===== src/rtl/rosc_ctrl_pkg.sv =====
// Shared types and widths for the two-channel ring-oscillator controller.
package rosc_ctrl_pkg;

  localparam int unsigned TRIM_W = 2;
  localparam int unsigned CNT_W  = 8;

  typedef enum logic [2:0] {
    ST_OFF,
    ST_STARTUP,
    ST_READY,
    ST_SETTLE,
    ST_STOP
  } rosc_state_e;

endpackage : rosc_ctrl_pkg


===== src/rtl/rosc_ctrl_if.sv =====
// Request/trim/status bundle between a clock consumer and rosc_ctrl.
interface rosc_ctrl_if;
  import rosc_ctrl_pkg::*;

  logic              req_16mhz;
  logic              req_2mhz;
  logic              trim_16mhz_wr;
  logic              trim_2mhz_wr;
  logic [TRIM_W-1:0] trim_16mhz_in;
  logic [TRIM_W-1:0] trim_2mhz_in;
  logic              en_16mhz;
  logic              en_2mhz;
  logic [TRIM_W-1:0] trim_16mhz;
  logic [TRIM_W-1:0] trim_2mhz;
  logic              rdy_16mhz;
  logic              rdy_2mhz;
  logic              busy;

  // Requester side.
  modport master (
    output req_16mhz, req_2mhz, trim_16mhz_wr, trim_2mhz_wr,
           trim_16mhz_in, trim_2mhz_in,
    input  en_16mhz, en_2mhz, trim_16mhz, trim_2mhz,
           rdy_16mhz, rdy_2mhz, busy
  );

  // Controller side.
  modport slave (
    input  req_16mhz, req_2mhz, trim_16mhz_wr, trim_2mhz_wr,
           trim_16mhz_in, trim_2mhz_in,
    output en_16mhz, en_2mhz, trim_16mhz, trim_2mhz,
           rdy_16mhz, rdy_2mhz, busy
  );

endinterface : rosc_ctrl_if


===== src/rtl/rosc_chan.sv =====
// One oscillator channel: state machine, 8-bit saturating down-counter, trim register.
module rosc_chan
  import rosc_ctrl_pkg::*;
#(
  parameter int unsigned STARTUP_CYC = 64,
  parameter int unsigned SETTLE_CYC  = 16,
  parameter int unsigned OFF_CYC     = 4
) (
  input  logic              clk,
  input  logic              rst_n,
  input  logic              req_i,
  input  logic              trim_wr_i,
  input  logic [TRIM_W-1:0] trim_i,
  output logic              en_o,
  output logic              rdy_o,
  output logic [TRIM_W-1:0] trim_o,
  output logic              busy_o
);

  // Counter reload values: the state is left on the edge that sees zero,
  // so loading N-1 gives exactly N cycles in the timed state.
  localparam logic [CNT_W-1:0] SU_LOAD  = CNT_W'(STARTUP_CYC - 1);
  localparam logic [CNT_W-1:0] ST_LOAD  = CNT_W'(SETTLE_CYC - 1);
  localparam logic [CNT_W-1:0] OFF_LOAD = CNT_W'(OFF_CYC - 1);

  rosc_state_e       state_q, state_d;
  logic [CNT_W-1:0]  cnt_q, cnt_d;
  logic [TRIM_W-1:0] trim_q, trim_d;
  logic              en_q, en_d;
  logic              rdy_q, rdy_d;
  logic              busy_q, busy_d;

  // State, counter, trim and registered status outputs.
  always_ff @(posedge clk or negedge rst_n) begin
    if (!rst_n) begin
      state_q <= ST_OFF;
      cnt_q   <= '0;
      trim_q  <= '0;
      en_q    <= 1'b0;
      rdy_q   <= 1'b0;
      busy_q  <= 1'b0;
    end else begin
      state_q <= state_d;
      cnt_q   <= cnt_d;
      trim_q  <= trim_d;
      en_q    <= en_d;
      rdy_q   <= rdy_d;
      busy_q  <= busy_d;
    end
  end

  // Next-state, counter and trim update; outputs decoded from the next state.
  always_comb begin
    state_d = state_q;
    cnt_d   = cnt_q;
    trim_d  = trim_q;
    if (trim_wr_i) trim_d = trim_i;

    unique case (state_q)
      ST_OFF: begin
        cnt_d = '0;
        if (req_i) begin
          state_d = ST_STARTUP;
          cnt_d   = SU_LOAD;
        end
      end
      ST_STARTUP: begin
        if (!req_i) begin
          state_d = ST_STOP;
          cnt_d   = OFF_LOAD;
        end else if (trim_wr_i) begin
          cnt_d = SU_LOAD;
        end else if (cnt_q == '0) begin
          state_d = ST_READY;
        end else begin
          cnt_d = cnt_q - 1'b1;
        end
      end
      ST_READY: begin
        cnt_d = '0;
        if (!req_i) begin
          state_d = ST_STOP;
          cnt_d   = OFF_LOAD;
        end else if (trim_wr_i) begin
          state_d = ST_SETTLE;
          cnt_d   = ST_LOAD;
        end
      end
      ST_SETTLE: begin
        if (!req_i) begin
          state_d = ST_STOP;
          cnt_d   = OFF_LOAD;
        end else if (trim_wr_i) begin
          cnt_d = ST_LOAD;
        end else if (cnt_q == '0) begin
          state_d = ST_READY;
        end else begin
          cnt_d = cnt_q - 1'b1;
        end
      end
      ST_STOP: begin
        // The edge that completes the off time counts as reaching OFF, so a
        // pending request restarts there and en stays low exactly OFF_CYC cycles.
        if (cnt_q == '0) begin
          if (req_i) begin
            state_d = ST_STARTUP;
            cnt_d   = SU_LOAD;
          end else begin
            state_d = ST_OFF;
          end
        end else begin
          cnt_d = cnt_q - 1'b1;
        end
      end
      default: begin
        state_d = ST_OFF;
        cnt_d   = '0;
      end
    endcase

    en_d   = (state_d == ST_STARTUP) || (state_d == ST_READY) || (state_d == ST_SETTLE);
    rdy_d  = (state_d == ST_READY);
    busy_d = (state_d == ST_STARTUP) || (state_d == ST_SETTLE) || (state_d == ST_STOP);
  end

  assign en_o   = en_q;
  assign rdy_o  = rdy_q;
  assign trim_o = trim_q;
  assign busy_o = busy_q;

endmodule : rosc_chan


===== src/rtl/rosc_ctrl.sv =====
// Two independent oscillator channels (16 MHz, 2 MHz) plus a combined busy flag.
module rosc_ctrl
  import rosc_ctrl_pkg::*;
#(
  parameter int unsigned STARTUP_CYC = 64,
  parameter int unsigned SETTLE_CYC  = 16,
  parameter int unsigned OFF_CYC     = 4
) (
  input  logic        clk,
  input  logic        rst_n,
  rosc_ctrl_if.slave  bus
);

  logic busy16, busy2;

  rosc_chan #(
    .STARTUP_CYC (STARTUP_CYC),
    .SETTLE_CYC  (SETTLE_CYC),
    .OFF_CYC     (OFF_CYC)
  ) u_chan_16mhz (
    .clk       (clk),
    .rst_n     (rst_n),
    .req_i     (bus.req_16mhz),
    .trim_wr_i (bus.trim_16mhz_wr),
    .trim_i    (bus.trim_16mhz_in),
    .en_o      (bus.en_16mhz),
    .rdy_o     (bus.rdy_16mhz),
    .trim_o    (bus.trim_16mhz),
    .busy_o    (busy16)
  );

  rosc_chan #(
    .STARTUP_CYC (STARTUP_CYC),
    .SETTLE_CYC  (SETTLE_CYC),
    .OFF_CYC     (OFF_CYC)
  ) u_chan_2mhz (
    .clk       (clk),
    .rst_n     (rst_n),
    .req_i     (bus.req_2mhz),
    .trim_wr_i (bus.trim_2mhz_wr),
    .trim_i    (bus.trim_2mhz_in),
    .en_o      (bus.en_2mhz),
    .rdy_o     (bus.rdy_2mhz),
    .trim_o    (bus.trim_2mhz),
    .busy_o    (busy2)
  );

  assign bus.busy = busy16 | busy2;

endmodule : rosc_ctrl


===== src/flat_wrapper.sv =====
// flat-port wrapper written by rule: the top's interface ports become plain ports
module rosc_ctrl_flat import rosc_ctrl_pkg::*;
#(
  parameter int unsigned STARTUP_CYC = 64,
  parameter int unsigned SETTLE_CYC  = 16,
  parameter int unsigned OFF_CYC     = 4
)
  (clk, rst_n, bus_req_16mhz, bus_req_2mhz, bus_trim_16mhz_wr, bus_trim_2mhz_wr, bus_trim_16mhz_in, bus_trim_2mhz_in, bus_en_16mhz, bus_en_2mhz, bus_trim_16mhz, bus_trim_2mhz, bus_rdy_16mhz, bus_rdy_2mhz, bus_busy);
  rosc_ctrl_if bus_i ();
  input  logic clk;
  input  logic rst_n;
  input wire logic [$bits(bus_i.req_16mhz)-1:0] bus_req_16mhz;
  input wire logic [$bits(bus_i.req_2mhz)-1:0] bus_req_2mhz;
  input wire logic [$bits(bus_i.trim_16mhz_wr)-1:0] bus_trim_16mhz_wr;
  input wire logic [$bits(bus_i.trim_2mhz_wr)-1:0] bus_trim_2mhz_wr;
  input wire logic [$bits(bus_i.trim_16mhz_in)-1:0] bus_trim_16mhz_in;
  input wire logic [$bits(bus_i.trim_2mhz_in)-1:0] bus_trim_2mhz_in;
  output wire logic [$bits(bus_i.en_16mhz)-1:0] bus_en_16mhz;
  output wire logic [$bits(bus_i.en_2mhz)-1:0] bus_en_2mhz;
  output wire logic [$bits(bus_i.trim_16mhz)-1:0] bus_trim_16mhz;
  output wire logic [$bits(bus_i.trim_2mhz)-1:0] bus_trim_2mhz;
  output wire logic [$bits(bus_i.rdy_16mhz)-1:0] bus_rdy_16mhz;
  output wire logic [$bits(bus_i.rdy_2mhz)-1:0] bus_rdy_2mhz;
  output wire logic [$bits(bus_i.busy)-1:0] bus_busy;
  assign bus_i.req_16mhz = bus_req_16mhz;
  assign bus_i.req_2mhz = bus_req_2mhz;
  assign bus_i.trim_16mhz_wr = bus_trim_16mhz_wr;
  assign bus_i.trim_2mhz_wr = bus_trim_2mhz_wr;
  assign bus_i.trim_16mhz_in = bus_trim_16mhz_in;
  assign bus_i.trim_2mhz_in = bus_trim_2mhz_in;
  assign bus_en_16mhz = bus_i.en_16mhz;
  assign bus_en_2mhz = bus_i.en_2mhz;
  assign bus_trim_16mhz = bus_i.trim_16mhz;
  assign bus_trim_2mhz = bus_i.trim_2mhz;
  assign bus_rdy_16mhz = bus_i.rdy_16mhz;
  assign bus_rdy_2mhz = bus_i.rdy_2mhz;
  assign bus_busy = bus_i.busy;
  rosc_ctrl #(.STARTUP_CYC(STARTUP_CYC), .SETTLE_CYC(SETTLE_CYC), .OFF_CYC(OFF_CYC)) u_core (.clk(clk), .rst_n(rst_n), .bus(bus_i));
endmodule

===== config.mk =====
export PLATFORM = sky130hd
export DESIGN_NAME = rosc_ctrl_flat
export DESIGN_NICKNAME = d
export VERILOG_FILES = /design/src/rtl/rosc_ctrl_pkg.sv /design/src/rtl/rosc_ctrl_if.sv /design/src/rtl/rosc_chan.sv /design/src/rtl/rosc_ctrl.sv /design/src/flat_wrapper.sv
export SDC_FILE = /design/constraint.sdc
export NUM_CORES = 1
export LEC_CHECK = 0
export ABC_AREA = 1
export CELL_PAD_IN_SITES_DETAIL_PLACEMENT = 0
export CELL_PAD_IN_SITES_GLOBAL_PLACEMENT = 2
export CORE_MARGIN = 5
export CORE_UTILIZATION = 29
export DETAILED_ROUTE_END_ITERATION = 6
export PLACE_DENSITY = 0.76
export RECOVER_POWER = 100
export SYNTH_ARGS = -nofsm -noshare
export SYNTH_HDL_FRONTEND = slang
export SYNTH_SLANG_ARGS = --single-unit

===== constraint.sdc =====
create_clock -name clk -period 1.6 [get_ports clk]
set_input_delay 0.32 -clock clk [delete_from_list [all_inputs] [get_ports clk]]
set_output_delay 0.32 -clock clk [all_outputs]
set_load 0.02 [all_outputs]

==> results of run 1 <==
==> power by group through the flow <==
| stage | combinational, W | clock, W | sequential, W |
|---|---|---|---|
| floorplan | 0.00160 | 0 | 0.00130 |
| global placement | 0.00251 | 0 | 0.00125 |
| detailed placement | 0.00250 | 0 | 0.00125 |
| CTS | 0.00251 | 0.000670 | 0.00124 |
| global route | 0.00307 | 0.000719 | 0.00128 |
| finish | 0.00273 | 0.000640 | 0.00125 |
==> metal layers <==
metal  vias up  part of all wire [%]
li1       1002                     -
met1       827                    49
met2        26                    45
met3         5                   5.1
met4         0                  0.98
met5         -                     0
==> cell type report <==
class	count	share of cell area [%]
well taps	96	4.31
multi-input cells	204	42.2
flip-flops and latches	32	28.7
inverters	43	5.79
clock buffers	8	3.23
repair buffers	56	15.8
==> sequential cells by signal, summed over array words and instances (netlist names) <==
register,cells
u_core.u_chan_2mhz.state_q,3
u_core.u_chan_2mhz.trim_o,2
u_core.u_chan_2mhz.cnt_q,8
u_core.u_chan_16mhz.cnt_q,8
u_core.u_chan_16mhz.busy_o,1
u_core.u_chan_16mhz.state_q,3
u_core.u_chan_2mhz.rdy_o,1
u_core.u_chan_2mhz.en_o,1
u_core.u_chan_2mhz.busy_o,1
u_core.u_chan_16mhz.rdy_o,1
u_core.u_chan_16mhz.en_o,1
u_core.u_chan_16mhz.trim_o,2
==> timing repair <==
action                                  CTS  global route
pin swaps                                 2            15
endpoints found under the setup margin    3            12
buffers inserted                          0             8
hold buffers                              0             0
endpoints found under the hold margin     0             0
gates resized for setup                   3            20
==> through the flow <==
stage / util (%) / cells / setup slack (ps) / instance area, sq um
3_3_place_gp: 38.4 / 423 / -89.5 / 2610
3_5_place_dp: 38.4 / 423 / -95.3 / 2610
5_1_grt: 41.0 / 439 / -80.7 / 2790
2_1_floorplan: - / 279 / 0.751 / 2070
6_report: 41.0 / 439 / 47.4 / 2790
4_1_cts: 39.7 / 431 / 14.7 / 2700
==> kinds of logic (layout without fill, tap and decap cells) <==
| kind of cell | Yosys count | in the layout | synth area share, % |
|---|---|---|---|
| AO/OA/AOI/OAI | 37 | 37 | 10.5 |
| XOR/XNOR | 8 | 8 | 3.47 |
| adder cells (fa/ha/maj) | 6 | 6 | 3.72 |
| buffers and inverters | 43 | 107 | 8.00 |
| flip-flops | 32 | 32 | 39.7 |
| AND/OR/NAND/NOR | 153 | 153 | 34.6 |
==> worst register-to-register path, cell delays in order (launching register included) <==
cell and delay [ps]:
dfrtp_1 390, inv_2 80, ha_4 150, nand2_4 50, nor2_4 120, nand2_2 90
ha_4 220, o21ai_2 100, o21ai_1 70, o21ai_1 110, o21ai_1 70
==> path summary, 6_finish.rpt <==
kind                                                          startpoint                                        to  slack [ps]  depth (start not counted)
worst max-delay path            u_core.u_chan_16mhz.cnt_q[0]$_DFFE_PN0P_  u_core.u_chan_16mhz.cnt_q[0]$_DFFE_PN0P_          50                         10
worst min-delay path            u_core.u_chan_2mhz.trim_o[0]$_DFFE_PN0P_  u_core.u_chan_2mhz.trim_o[0]$_DFFE_PN0P_         470                          2
worst max register to register  u_core.u_chan_16mhz.cnt_q[0]$_DFFE_PN0P_  u_core.u_chan_16mhz.cnt_q[0]$_DFFE_PN0P_          50                         10
worst min register to register  u_core.u_chan_2mhz.trim_o[0]$_DFFE_PN0P_  u_core.u_chan_2mhz.trim_o[0]$_DFFE_PN0P_         470                          2
max in group asynchronous                                          rst_n       u_core.u_chan_2mhz.busy_o$_DFF_PN0_         400                          2
min in group asynchronous                                          rst_n   u_core.u_chan_2mhz.cnt_q[7]$_DFFE_PN0P_         670                          2
==> cells in the final DEF, fill, tap and decap left out, drive strengths merged, types with 4 or more instances in the layout <==
cell | netlist | layout
clkdlybuf4s50 | 0 | 11
dfrtp | 32 | 32
xor2 | 4 | 4
clkbuf | 0 | 13
o21ai | 19 | 19
buf | 0 | 37
nor2 | 37 | 37
a21oi | 12 | 12
ha | 6 | 6
nand2 | 89 | 89
xnor2 | 4 | 4
nand3 | 20 | 20
inv | 42 | 40
==> run summary, run 1 <==
Status -> completed
Grt met2 use -> 18.0%
FF+latch area -> 801 sq um
Sequential-to-total area share from yosys stat -> 39.7%
CP Buf/Inv Count -> 1
Worst Hold Class -> reg2reg
Die ar. -> 8730 sq um
Die Span X -> 93.4 microns
Slowest CP cell -> dfrtp_1
CTS tree -> done
Global routing's busiest layer -> met2
Area of the multi-input gates -> 1180 sq um
Total overflow reported by the global router -> 0
Clock slew at reported path FFs -> 70 ps
Fin crit share -> 97.0%
Clock sinks -> 32
RSZ-0062 raised after global routing -> yes
Commonest cells post-synth -> 78 x nand2_1, 32 x dfrtp_1, 28 x nor2_1
CP Cell Sequence -> inv_2, ha_4, nand2_4, nor2_4, nand2_2, ha_4, o21ai_2, o21ai_1, o21ai_1, o21ai_1
Vias -> 1860
Met1 Use GR -> 15.8%
Power, Total -> 0.00461 W
Met3 usage -> 4.26%
EDFF count, synth -> 0
Dominant cell type by area after synthesis -> dfrtp_1
Root Buffer -> clkbuf_8
Family with the most delay on the worst path -> flip-flops
Normalized max-slew margin -> 45.1%
Static Leak -> 1.36 nW
Crit-path max cell delay -> 390 ps
Worst Setup Start Kind -> register
Mapped Avg Cell Area -> 7.23 sq um
Post-route setup TNS -> 0 ps
Setup Skew -> 3.54 ps
Crit path time final -> 1550 ps
Total CTS buffers -> 5
Peak supply drop -> 0.698 mV
Cell area after synthesis -> 2020 sq um
Mapped Cells -> 279
Final HPWL DP -> 3850 microns
Switching Fraction -> 42.3%
# IOs -> 19
Max-Cap Viols -> 0
Via-to-Cell Ratio -> 4.24
CP max FO -> 2
Synth unique cells -> 28
Pwr dens -> 1660 nW/um^2
Layout cells sized above 1 -> 30.0%
Starting Density -> 29.7%
Crit. End Element -> register
Ranking of synthesized cells by area -> dfrtp_1 40%, nand2_1 15%, nor2_1 5.2%, inv_1 5.0%, nand3_1 4.7%
Maximum clock rate -> 644 MHz
WS Path Type -> reg2reg
DIE HEIGHT -> 93.4 microns
Worst skew pair latency -> 280 ps
Ant diodes -> 0
Slew of the pin with the lowest slew margin -> 823 ps
Sequential share of power -> 27.1%
Final Hold Vio Count -> 0
Synth Register Bits -> 32
P_int -> 0.00266 W
GPL Wtd Cong -> 0.833
Nets -> 358
Clock power share -> 13.9%
Port bufs -> 18
CORE AREA -> 6790 sq um
Total GRT Usage -> 11.8%
Count leader, synth -> nand2_1
Ys Warns -> 0
Routed wire per std cell -> 11.2 microns
Total wire length -> 4900 microns
Min Hold Slack -> 471 ps
First-pass GRT wire length -> 8110 microns
Crit path required time -> 1770 ps
Largest net degree at the start of global routing -> 33
Starting DRT DRC Count -> 63
Final setup fails -> 0
Top-area cell type share of the netlist area -> 39.7%
Drt drc -> 0
Area delta synth->final -> 38.1%
Site Rows -> 30
Final-layout fill cell count -> 718
Post-synthesis async set-or-reset flop share -> 100%
Psw -> 0.00195 W
Max Root-Sink Buffers -> 2
Initial antenna violation count -> 0
Post-route ant nets -> 0
Comb pwr share -> 59.1%
Vias in the first global route -> 1745
Syn_nets -> 295
Slew Limit Fails -> 0
Critical Path AT -> 1720 ps
Ys flop type -> dfrtp_1
CP most frequent cell -> o21ai_1
Drt pass-1 iters -> 4
H-tree depth -> 2
Note: power is estimated with default switching activity, not from simulation.
==> inputs of run 2 (changes only) <==
--- a/config.mk
+++ b/config.mk
@@ -11,6 +11,7 @@
 export CORE_MARGIN = 5
 export CORE_UTILIZATION = 29
 export DETAILED_ROUTE_END_ITERATION = 6
+export GPL_ROUTABILITY_DRIVEN = 0
 export PLACE_DENSITY = 0.76
 export RECOVER_POWER = 100
 export SYNTH_ARGS = -nofsm -noshare
==> results of run 2 <==
Same layout as run 1: the final DEF is identical, and so are final timing and power.
==> inputs of run 3 (changes only) <==
--- a/config.mk
+++ b/config.mk
@@ -9,11 +9,13 @@
 export CELL_PAD_IN_SITES_DETAIL_PLACEMENT = 0
 export CELL_PAD_IN_SITES_GLOBAL_PLACEMENT = 2
 export CORE_MARGIN = 5
-export CORE_UTILIZATION = 29
+export CORE_UTILIZATION = 31
+export CTS_BUF_LIST = sky130_fd_sc_hd__clkbuf_8
 export DETAILED_ROUTE_END_ITERATION = 6
 export GPL_ROUTABILITY_DRIVEN = 0
-export PLACE_DENSITY = 0.76
+export PLACE_DENSITY = 0.81
 export RECOVER_POWER = 100
+export SLEW_MARGIN = 25
 export SYNTH_ARGS = -nofsm -noshare
 export SYNTH_HDL_FRONTEND = slang
 export SYNTH_SLANG_ARGS = --single-unit
==> run 3 against run 2 <==
Clock skew is 0.76 ps higher. Final area is 2.6% lower. Clock power is 32% higher. Hold slack worse by 270 ps. Sequential power hardly changed. Critical path depth stayed put. First-iteration DRC count is 9.5% lower. Sequential cell count stayed put. Total power is 1.3% higher. Critical path type unchanged. Highest routed layer unchanged.
==> run summary, run 3 (same netlist as run 1, synthesis figures left out) <==
Via-to-Cell Ratio -> 4.46 (was 4.24)
Final setup fails -> 0 (unchanged)
Layout cells sized above 1 -> 29.2% (was 30.0%)
Worst skew pair latency -> 280 ps (about the same)
Static Leak -> 1.33 nW (was 1.36 nW)
Total wire length -> 4690 microns (was 4900 microns)
Pwr dens -> 1720 nW/um^2 (was 1660 nW/um^2)
Drt drc -> 0 (unchanged)
RSZ-0062 raised after global routing -> yes (unchanged)
H-tree depth -> 2 (unchanged)
Starting DRT DRC Count -> 57 (was 63)
Total overflow reported by the global router -> 0 (unchanged)
Worst Setup Start Kind -> register (unchanged)
Total GRT Usage -> 12.3% (was 11.8%)
CP Cell Sequence -> inv_2, ha_4, nand2_2, nor2_4, nand2_2, ha_4, o21ai_2, o21ai_1, o21ai_1, o21ai_1 (was inv_2, ha_4, nand2_4, nor2_4, nand2_2, ha_4, o21ai_2, o21ai_1, o21ai_1, o21ai_1)
Status -> completed (unchanged)
Critical Path AT -> 1710 ps (was 1720 ps)
Drt pass-1 iters -> 4 (unchanged)
Crit path time final -> 1540 ps (was 1550 ps)
Slew Limit Fails -> 0 (unchanged)
Crit-path max cell delay -> 390 ps (about the same)
Largest net degree at the start of global routing -> 33 (unchanged)
Final worst setup slack -> 62.1 ps (was 47.4 ps)
Final Hold Vio Count -> 0 (unchanged)
Regs by FF count -> u_core.u_chan_16mhz.cnt_q x8, u_core.u_chan_2mhz.cnt_q x8 (unchanged)
Final HPWL DP -> 3760 microns (was 3850 microns)
Commonest non-fill, non-tap cells in the layout -> 76 x nand2_1, 32 x dfrtp_1, 30 x buf_4, 24 x nor2_1, 23 x inv_1 (was 76 x nand2_1, 37 x buf_4, 32 x dfrtp_1, 24 x nor2_1, 23 x inv_1)
Port bufs -> 18 (unchanged)
Area of the multi-input gates -> 1150 sq um (was 1180 sq um)
CORE AREA -> 6350 sq um (was 6790 sq um)
Setup Skew -> 4.30 ps (was 3.54 ps)
Maximum clock rate -> 650 MHz (was 644 MHz)
Slew of the pin with the lowest slew margin -> 800 ps (was 823 ps)
CTS tree -> done (unchanged)
# IOs -> 19 (unchanged)
Die Span X -> 90.7 microns (was 93.4 microns)
DIE HEIGHT -> 90.7 microns (was 93.4 microns)
First-pass GRT wire length -> 8290 microns (was 8110 microns)
Crit. End Element -> register (unchanged)
Vias in the first global route -> 1747 (was 1745)
Min Hold Slack -> 198 ps (was 471 ps)
Clock slew at reported path FFs -> 70 ps (about the same)
Fin crit share -> 96.1% (was 97.0%)
FF+latch area -> 801 sq um (unchanged)
CP max FO -> 2 (unchanged)
Total CTS buffers -> 5 (unchanged)
Vias -> 1841 (was 1860)
Starting Density -> 31.8% (was 29.7%)
Initial antenna violation count -> 0 (unchanged)
Normalized max-slew margin -> 46.7% (was 45.1%)
Clock sinks -> 32 (unchanged)
CTS hold repair buffers -> 0 (unchanged)
Power, Total -> 0.00467 W (was 0.00461 W)
Max-Cap Viols -> 0 (unchanged)
Nets -> 351 (was 358)
Max Root-Sink Buffers -> 2 (unchanged)
R2R setup slack -> 60 ps (was 50 ps)
Peak supply drop -> 0.695 mV (was 0.698 mV)
Area delta synth->final -> 34.5% (was 38.1%)
Post-Place Setup Slack -> -60.8 ps (was -95.3 ps)
Ant diodes -> 0 (unchanged)
WS Path Type -> reg2reg (unchanged)
Root Buffer -> clkbuf_8 (unchanged)
Crit path required time -> 1770 ps (about the same)
Routed wire per std cell -> 11.4 microns (was 11.2 microns)
Post-route ant nets -> 0 (unchanged)
Worst Hold Class -> in2async (was reg2reg)
Die ar. -> 8220 sq um (was 8730 sq um)
Final-layout fill cell count -> 656 (was 718)
Slowest CP cell -> dfrtp_1 (unchanged)
CP most frequent cell -> o21ai_1 (unchanged)
Most common cell after layout, fill and taps aside -> nand2_1 (unchanged)
Site Rows -> 29 (was 30)
run 3: metal layers:
metal / GRT usage [%] / vias up / wire length (microns)
met4: 3.35 / 0 / 53
met1: 18.1 / 815 / 2390
met2: 17.6 / 31 / 2020
met3: 3.33 / 5 / 224
li1: - / 990 / -
met5: 0 / - / 0
run 3: area by class of cell:
type | count | share of cell area (%)
clock buffer | 7 | 3.55
tap | 77 | 3.55
timing repair buffer | 49 | 13.8
multi-input combinational | 204 | 42.5
inverter | 43 | 5.95
clock inverter | 1 | 1.11
sequential | 32 | 29.5
run 3: timing repair:
| action | in CTS | in global routing |
|---|---|---|
| setup endpoints to repair | 3 | 14 |
| pin swaps | 1 | 16 |
| setup buffers | 0 | 4 |
| gates resized for setup | 3 | 17 |
run 3: critical path: cells and delay by family, from the launching register on:
kind,cells,cell delay (ps)
DFF,1,390
AOI/OAI and AO/OA,4,330
buffers and inverters,1,80
adders and majority gates,2,350
and+or+nand+nor,3,270
run 3: stage by stage:
| step | instance area, sq um | std cells | TNS, ps | utilization [%] |
|---|---|---|---|---|
| after global routing | 2710 | 413 | -66.3 | 42.7 |
| after detailed placement | 2550 | 401 | -215 | 40.1 |
| final | 2710 | 413 | 0 | 42.7 |
| after CTS | 2670 | 409 | 0 | 42.1 |
| after floorplan | 2070 | 279 | 0 | - |
| after global placement | 2550 | 401 | -375 | 40.1 |
run 3: final timing paths:
| path | startpoint | end | cells past startpoint |
|---|---|---|---|
| setup / recovery | u_core.u_chan_2mhz.cnt_q[0]$_DFFE_PN0P_ | u_core.u_chan_2mhz.cnt_q[0]$_DFFE_PN0P_ | 10 |
| hold / removal | rst_n | u_core.u_chan_2mhz.cnt_q[7]$_DFFE_PN0P_ | 2 |
| setup reg to reg | u_core.u_chan_2mhz.cnt_q[0]$_DFFE_PN0P_ | u_core.u_chan_2mhz.cnt_q[0]$_DFFE_PN0P_ | 10 |
| hold reg to reg | u_core.u_chan_2mhz.trim_o[1]$_DFFE_PN0P_ | u_core.u_chan_2mhz.trim_o[1]$_DFFE_PN0P_ | 2 |
| max in group asynchronous | rst_n | u_core.u_chan_16mhz.trim_o[0]$_DFFE_PN0P_ | 2 |
| min in group clk | u_core.u_chan_2mhz.trim_o[1]$_DFFE_PN0P_ | u_core.u_chan_2mhz.trim_o[1]$_DFFE_PN0P_ | 2 |
run 3: report_power, final:
part	internal [W]	switching, W	total [W]	leakage (nW)
sequential	0.00108	0.000172	0.00125	0.405
combinational	0.00112	0.00145	0.00258	0.862
clock	0.000549	0.000299	0.000848	0.0645
total	0.00275	0.00192	0.00467	1.33
